===== src/rtl/fu_scalar_ls_queue.sv =====
// Queued scalar load/store unit: captures sized memory ops into an in-order
// queue, issues them to the dcache one at a time and returns one response per
// op (tag, extended load data, fault flag). Misaligned or illegal-size ops
// never touch the cache and complete with fault=1.
//
// Handshakes: a transfer happens on a rising edge where valid & ready are both
// high. valid must not depend on ready. On the request side req_ready only
// reflects queue occupancy. On the response side resp_valid and all resp_*
// fields stay stable until the transfer edge.
module fu_scalar_ls_queue #(
  parameter int WORD_W = 32,
  parameter int QDEPTH = 4,
  parameter int TAG_W  = 5
) (
  input  logic              CLK,
  input  logic              RST,
  input  logic              flush,
  input  logic              req_valid,
  output logic              req_ready,
  input  logic              req_store,
  input  logic [1:0]        req_size,
  input  logic              req_unsigned,
  input  logic [WORD_W-1:0] rs1,
  input  logic [WORD_W-1:0] imm,
  input  logic [WORD_W-1:0] rs2,
  input  logic [TAG_W-1:0]  req_tag,
  output logic              resp_valid,
  input  logic              resp_ready,
  output logic [TAG_W-1:0]  resp_tag,
  output logic [WORD_W-1:0] resp_data,
  output logic              resp_fault,
  output logic              dmemREN,
  output logic              dmemWEN,
  output logic [WORD_W-1:0] dmemaddr,
  output logic [WORD_W-1:0] dmemstore,
  output logic [3:0]        dmembyteen,
  input  logic [WORD_W-1:0] dmem_in,
  input  logic              dhit_in,
  output logic              busy,
  output logic              dbg_state
);

  localparam int PW = $clog2(QDEPTH);
  localparam int CW = PW + 1;

  typedef enum logic {IDLE, ACCESS} state_t;

  state_t            state, state_n;
  logic [PW-1:0]     wr_ptr, rd_ptr;
  logic [CW-1:0]     count;
  logic              push, pop, resp_load;

  logic [WORD_W-1:0] q_ea    [QDEPTH];
  logic [WORD_W-1:0] q_data  [QDEPTH];
  logic [TAG_W-1:0]  q_tag   [QDEPTH];
  logic [1:0]        q_size  [QDEPTH];
  logic              q_store [QDEPTH];
  logic              q_uns   [QDEPTH];
  logic              q_fault [QDEPTH];

  logic [WORD_W-1:0] enq_ea;
  logic              enq_fault;
  logic [WORD_W-1:0] h_ea, h_data, ld_raw, ld_ext, resp_data_n;
  logic [TAG_W-1:0]  h_tag;
  logic [1:0]        h_size;
  logic              h_store, h_uns, h_fault;

  assign enq_ea    = rs1 + imm;
  assign enq_fault = (req_size == 2'b11) ||
                     (req_size == 2'b01 && enq_ea[0]) ||
                     (req_size == 2'b10 && enq_ea[1:0] != 2'b00);

  // No bypass: a full queue refuses even when the head pops this cycle.
  assign req_ready = (count < CW'(QDEPTH));
  assign push      = req_valid && req_ready && !flush;
  assign busy      = (count != '0) || resp_valid;
  assign dbg_state = (state == ACCESS);

  assign h_ea    = q_ea[rd_ptr];
  assign h_data  = q_data[rd_ptr];
  assign h_tag   = q_tag[rd_ptr];
  assign h_size  = q_size[rd_ptr];
  assign h_store = q_store[rd_ptr];
  assign h_uns   = q_uns[rd_ptr];
  assign h_fault = q_fault[rd_ptr];

  // Queue payload storage; contents are only meaningful below count.
  always_ff @(posedge CLK) begin
    if (push) begin
      q_ea[wr_ptr]    <= enq_ea;
      q_data[wr_ptr]  <= rs2;
      q_tag[wr_ptr]   <= req_tag;
      q_size[wr_ptr]  <= req_size;
      q_store[wr_ptr] <= req_store;
      q_uns[wr_ptr]   <= req_unsigned;
      q_fault[wr_ptr] <= enq_fault;
    end
  end

  // Pointers and occupancy; flush empties the queue.
  always_ff @(posedge CLK or posedge RST) begin
    if (RST) begin
      wr_ptr <= '0;
      rd_ptr <= '0;
      count  <= '0;
    end else if (flush) begin
      wr_ptr <= '0;
      rd_ptr <= '0;
      count  <= '0;
    end else begin
      if (push) wr_ptr <= wr_ptr + PW'(1);
      if (pop)  rd_ptr <= rd_ptr + PW'(1);
      case ({push, pop})
        2'b10:   count <= count + CW'(1);
        2'b01:   count <= count - CW'(1);
        default: count <= count;
      endcase
    end
  end

  // FSM state register.
  always_ff @(posedge CLK or posedge RST) begin
    if (RST)        state <= IDLE;
    else if (flush) state <= IDLE;
    else            state <= state_n;
  end

  // Next state: faulted heads retire straight from IDLE; others go to the cache.
  always_comb begin
    state_n   = state;
    pop       = 1'b0;
    resp_load = 1'b0;
    case (state)
      IDLE: begin
        if (count != '0 && !resp_valid) begin
          if (h_fault) begin
            pop       = 1'b1;
            resp_load = 1'b1;
          end else begin
            state_n = ACCESS;
          end
        end
      end
      ACCESS: begin
        if (dhit_in) begin
          pop       = 1'b1;
          resp_load = 1'b1;
          state_n   = IDLE;
        end
      end
      default: state_n = IDLE;
    endcase
  end

  // Cache request drive: held stable from the head entry for the whole access.
  always_comb begin
    dmemREN    = 1'b0;
    dmemWEN    = 1'b0;
    dmemaddr   = '0;
    dmemstore  = '0;
    dmembyteen = 4'b0000;
    if (state == ACCESS) begin
      dmemaddr = {h_ea[WORD_W-1:2], 2'b00};
      if (h_store) begin
        dmemWEN = 1'b1;
        case (h_size)
          2'b00: begin
            dmemstore  = {4{h_data[7:0]}};
            dmembyteen = 4'b0001 << h_ea[1:0];
          end
          2'b01: begin
            dmemstore  = {2{h_data[15:0]}};
            dmembyteen = 4'b0011 << h_ea[1:0];
          end
          default: begin
            dmemstore  = h_data;
            dmembyteen = 4'b1111;
          end
        endcase
      end else begin
        dmemREN = 1'b1;
      end
    end
  end

  // Load data alignment and sign/zero extension.
  always_comb begin
    ld_raw = dmem_in >> {h_ea[1:0], 3'b000};
    case (h_size)
      2'b00:   ld_ext = {{(WORD_W-8){!h_uns && ld_raw[7]}}, ld_raw[7:0]};
      2'b01:   ld_ext = {{(WORD_W-16){!h_uns && ld_raw[15]}}, ld_raw[15:0]};
      default: ld_ext = dmem_in;
    endcase
    resp_data_n = (h_fault || h_store) ? '0 : ld_ext;
  end

  // Response register: loaded only while empty, cleared on the taking edge.
  always_ff @(posedge CLK or posedge RST) begin
    if (RST) begin
      resp_valid <= 1'b0;
      resp_tag   <= '0;
      resp_data  <= '0;
      resp_fault <= 1'b0;
    end else if (flush) begin
      resp_valid <= 1'b0;
    end else if (resp_load) begin
      resp_valid <= 1'b1;
      resp_tag   <= h_tag;
      resp_data  <= resp_data_n;
      resp_fault <= h_fault;
    end else if (resp_valid && resp_ready) begin
      resp_valid <= 1'b0;
    end
  end

endmodule

===== config.mk =====
export PLATFORM = sky130hd
export DESIGN_NAME = fu_scalar_ls_queue
export DESIGN_NICKNAME = d
export VERILOG_FILES = /design/src/rtl/fu_scalar_ls_queue.sv
export SDC_FILE = /design/constraint.sdc
export NUM_CORES = 1
export LEC_CHECK = 0
export ABC_AREA = 1
export CORE_MARGIN = 3
export CORE_UTILIZATION = 55
export CTS_CLUSTER_DIAMETER = 40
export CTS_CLUSTER_SIZE = 24
export DETAILED_ROUTE_END_ITERATION = 8
export PLACE_DENSITY_LB_ADDON = 0.2
export SYNTH_ARGS = -nofsm -noshare
export SYNTH_HDL_FRONTEND = slang
export SYNTH_SLANG_ARGS = --single-unit

===== constraint.sdc =====
create_clock -name CLK -period 13.84 [get_ports CLK]
set_clock_uncertainty 0.15 [all_clocks]
set_input_delay 3.46 -clock CLK [delete_from_list [all_inputs] [get_ports CLK]]
set_output_delay 3.46 -clock CLK [all_outputs]
set_load 0.05 [all_outputs]

==> results.txt <==
The total count of hold-check failures in the final report is 0. The worst register-to-register path begins at rd_ptr[0]. For this design the ratio of total power to cell area is 192 nW/um^2. Together, buffers and inverters on the worst path number 4.

The critical register-to-register path endpoint is resp_data[23]. At the worst endpoint, the required time is 10230 ps. The post-CTS setup buffer count came out at 0. The congestion estimate from routability-driven global placement came to around 0.96.

After synthesis, the share of cell area in mux cells is 0%. The number of buffers added to fix hold violations after cts is 0. TritonCTS built the clock tree.

After Yosys synthesis, XOR and XNOR cells account for under 10% of the synthesized area. The slew at the pin with the worst max-slew slack came out at ~1100 ps. Leaving out fill and tap cells, the most frequent cells in the layout are sky130_fd_sc_hd__nand2_1 (328), sky130_fd_sc_hd__nor2_1 (315), sky130_fd_sc_hd__edfxtp_1 (296).

In this run the vertical extent of the chip is about 180 um. The worst pin sits at a relative slew slack of between 20% and 30%. The fraction of the mapped netlist area in compound gates is about 10%. The worst setup path is of the flop to output pin kind. The number of placed instances, taps included came out at roughly 2300. Adding up every negative setup slack in the final design gives 0 ps. Setup repair after global routing left no endpoint under its margin. The overall die width came out at around 180 um.

The floorplan has 63 rows. Tracing the worst setup path back leads to its startpoint at rd_ptr[0]. The tightest min-delay check is of the flop to flop type. After detailed placement, the total cell area comes to approximately 19000 um^2. The post-CTS resize count is 0. The post-route minimum period came out at between 8000 and 9000 ps. The total track usage is a little over a quarter.

The yosys synthesis warning count came out at 0. The net switching power figure is between 1500 and 2000 uW. The initial antenna violation count is 4. The overflow left after global routing is 0. The area of the die is between 30000 and 40000 um^2. For this run, the slowest stage of the critical path takes about 800 ps. The number of pins with negative max-slew slack in the final report is 0. The switching part of the total is roughly two fifths. The sum of net half-perimeters after detailed placement came out at just under 30000 um.

The average footprint of a synthesized cell is between 9 and 10 um^2. The slowest stage of the critical path is the sky130_fd_sc_hd__buf_4 cell. Counting along the longest clock path gives a buffer depth of 3.

The synthesized netlist devotes a little over a fifth of its cell area to simple gates. The final-report setup violation count came out at 0. Sorting the synthesized cells by area gives the leading types as sky130_fd_sc_hd__edfxtp_1 (53%), sky130_fd_sc_hd__nand2_1 (7.3%), sky130_fd_sc_hd__nor2_1 (7.1%). The violation count after the first detailed-route iteration is 1110. The total of buffers placed on input and output ports is about 250.

The detailed-route DRC error count is 0. The most common cell type on the critical path is sky130_fd_sc_hd__nand2_1. The filler cells instantiated in the layout total 2226. The initial cell density of the core is 56.2%. Pin placement for this block handled roughly 260 I/O pins.

The combinational share of power is approximately two fifths. The maximum fanout count along the critical path came out at about 100. Walking the worst path, the cells encountered are inv_4 > buf_4 > nand2_1 > nand2_1 > nand2_1 > nand2_1 > nand2_2 > inv_1 > nand2_1 > nand3_1 > nor2_1 > clkdlybuf4s50_1. STA classifies the critical path endpoint as an output pin. Sequential elements use ~60% of the synthesized area. The max-capacitance violation count is 0. The ratio of final minimum period to clock period is 60.4%. The via count of the first global-routing pass came to 12797. The fraction of layout cells with a size suffix above 1 came out at under 10%. The mean number of vias per cell came out at around 5.6. The combinational family with the most area after synthesis is simple AND/OR/NAND/NOR gates. At the worst endpoint, the arrival time is approximately 4800 ps. The area growth from synthesis to layout came out at 24.2%. Following the worst setup path forward leads to its endpoint at dmemstore[29]. Leaving out fill and tap cells, the most frequent cell in the layout is sky130_fd_sc_hd__nand2_1. The count of antenna-violating nets left after detailed routing came out at 0.

The count of nets after finishing is 2106. The post-synthesis register bit count is roughly 340. The worst setup path is launched from a flop. The share of Yosys cell area claimed by the top area cell type came out at a little over half.

The cell type contributing the most total cell area after synthesis is sky130_fd_sc_hd__edfxtp_1. The first global-routing pass estimated ~68000 um of wire. The CTS buffer count came out at 38. For this run, the top clock speed supported by timing is between 100 and 150 MHz. The maximum number of pins on one net before global-route repair came out at 102. Summing all non-filler instances in the final layout gives an area of approximately 21000 um^2. In this run the most critical hold path is launched from resp_data[1].

The flip-flop cell with the highest count after synthesis is sky130_fd_sc_hd__edfxtp_1. The via count of the routed design came out at between 10000 and 15000. The clock power share came out at 27.1%. CTS built an H-tree with a depth of 2.

The tree is rooted in a sky130_fd_sc_hd__clkbuf_16. After detailed routing, the total wire length is roughly 44000 um. The worst voltage drop across the vdd grid came out at roughly 0.000084 V. The total stage count of the critical path came out at 12. The count of non-filler cells in the finished layout is 2349. Per report_power, the sequential group accounts for about a third of the total. The post-CTS clock slew at the launch and capture registers of the worst setup and hold paths is approximately 60 ps. The average wire length per cell after detail routing came out at 18.8 um. The clock latency of the later-clocked register in the worst-skew pair is approximately 520 ps. The run finished with clean final reports. The count of flip-flops with a built-in enable after synthesis is 296. The kind of cell with the highest combined delay along the critical path is buffers and inverters. The post-synthesis cell count came out at 1702.

The internal reg-to-reg setup slack came out at around 9800 ps. The area of the mapped netlist came out at 16800 um^2. The count of unique library cells instantiated by Yosys is ~50. The total iterations of the first detailed-routing run came out at 5. After synthesis, the share of flip-flops with an asynchronous set or reset is between 10% and 20%. In this run the standard cell core region covers 29800 um^2. The post-synthesis adder-cell area fraction came out at around 2.9%. Clock tree synthesis found a total of around 340 sinks. The leakage power is 0.00804 uW. The cell-internal power is roughly 2400 uW. For the worst flop-to-flop path, the logic depth is 11.
==> power groups by stage <==
| stage | combinational (uW) | sequential, uW | clock, uW |
|---|---|---|---|
| after CTS | 1580 | 1320 | 1090 |
| after detailed placement | 1570 | 1340 | 0 |
| final | 1590 | 1320 | 1080 |
| after floorplan | 996 | 1470 | 0 |
| after global routing | 1710 | 1340 | 1140 |
| after global placement | 1550 | 1340 | 0 |
==> worst min path at each step <==
stage	end	slack, ps	cells past startpoint
6_report	resp_data[1]	320	2
5_1_grt	resp_data[18]	350	2
4_1_cts	resp_data[1]	330	2
3_5_place_dp	resp_data[1]	320	2
3_3_place_gp	resp_data[13]	310	2
2_1_floorplan	count[0]	350	1
==> area by class of cell <==
cell class                 instances  area [um^2]  area share (%)
sequential                       343        10100            48.4
multi-input combinational       1193         5920            28.5
timing repair buffer             262         2600            12.5
clock buffer                      45         1060            5.10
tap                              390          488            2.34
inverter                          88          333            1.60
clock inverter                    25          329            1.58
antenna                            3         7.51          0.0361
==> logic make-up (layout without fill, tap and decap cells) <==
| family | count (synthesis) | count (layout) |
|---|---|---|
| AND/OR/NAND/NOR | 812 | 812 |
| flip-flops | 343 | 343 |
| AO/OA/AOI/OAI | 320 | 320 |
| buffers and inverters | 167 | 420 |
| adder cells (fa/ha/maj) | 37 | 37 |
| XOR/XNOR | 22 | 22 |
| other | 1 | 5 |
==> metal layers <==
| metal | part of all wire, % | wire length [um] | GRT usage [%] | up-vias |
|---|---|---|---|---|
| li1 | - | - | - | 6312 |
| met1 | 41 | 18100 | 34.1 | 6242 |
| met2 | 48 | 21300 | 44.4 | 592 |
| met3 | 7.3 | 3240 | 4.88 | 107 |
| met4 | 3.5 | 1530 | 9.95 | 2 |
| met5 | 0.038 | 17 | 0 | - |
==> flip-flops by register name, indices dropped and copies added (netlist names), 2 cells and up <==
signal	count
q_store	4
q_uns	4
q_tag	20
q_size	8
resp_tag	5
rd_ptr	2
count	3
wr_ptr	2
resp_data	32
q_data	128
q_fault	4
q_ea	128
==> worst register-to-register path, stage by stage, from the launching register on <==
cell,delay (ps)
sky130_fd_sc_hd__dfrtp_4,760
sky130_fd_sc_hd__inv_4,540
sky130_fd_sc_hd__buf_4,840
sky130_fd_sc_hd__nand2_4,180
sky130_fd_sc_hd__nand3_4,120
sky130_fd_sc_hd__nand2_4,230
sky130_fd_sc_hd__nand2_1,130
sky130_fd_sc_hd__nand3_1,100
sky130_fd_sc_hd__nand3_1,140
sky130_fd_sc_hd__nand3_2,380
sky130_fd_sc_hd__nand3_1,340
sky130_fd_sc_hd__nand2_1,70
==> Yosys cell counts (14+ instances only) <==
master,n
sky130_fd_sc_hd__a21oi_1,99
sky130_fd_sc_hd__buf_2,29
sky130_fd_sc_hd__clkbuf_1,25
sky130_fd_sc_hd__dfrtp_1,47
sky130_fd_sc_hd__edfxtp_1,296
sky130_fd_sc_hd__ha_1,35
sky130_fd_sc_hd__inv_1,80
sky130_fd_sc_hd__nand2_1,328
sky130_fd_sc_hd__nand3_1,86
sky130_fd_sc_hd__nand3_2,14
sky130_fd_sc_hd__nor2_1,319
sky130_fd_sc_hd__o21ai_0,145
sky130_fd_sc_hd__o21ai_1,24
sky130_fd_sc_hd__or2_2,24
sky130_fd_sc_hd__xor2_1,19
==> per-stage QoR <==
step	util, %	power (uW)	setup slack [ps]	hold slack [ps]
global placement	65.2	2890	6170	311
global route	69.8	4180	5170	355
floorplan	-	2460	6150	348
CTS	69.8	4000	5550	333
detailed placement	65.2	2910	6120	316
finish	69.8	3990	5480	325
Power figures use the tool's default switching activity.
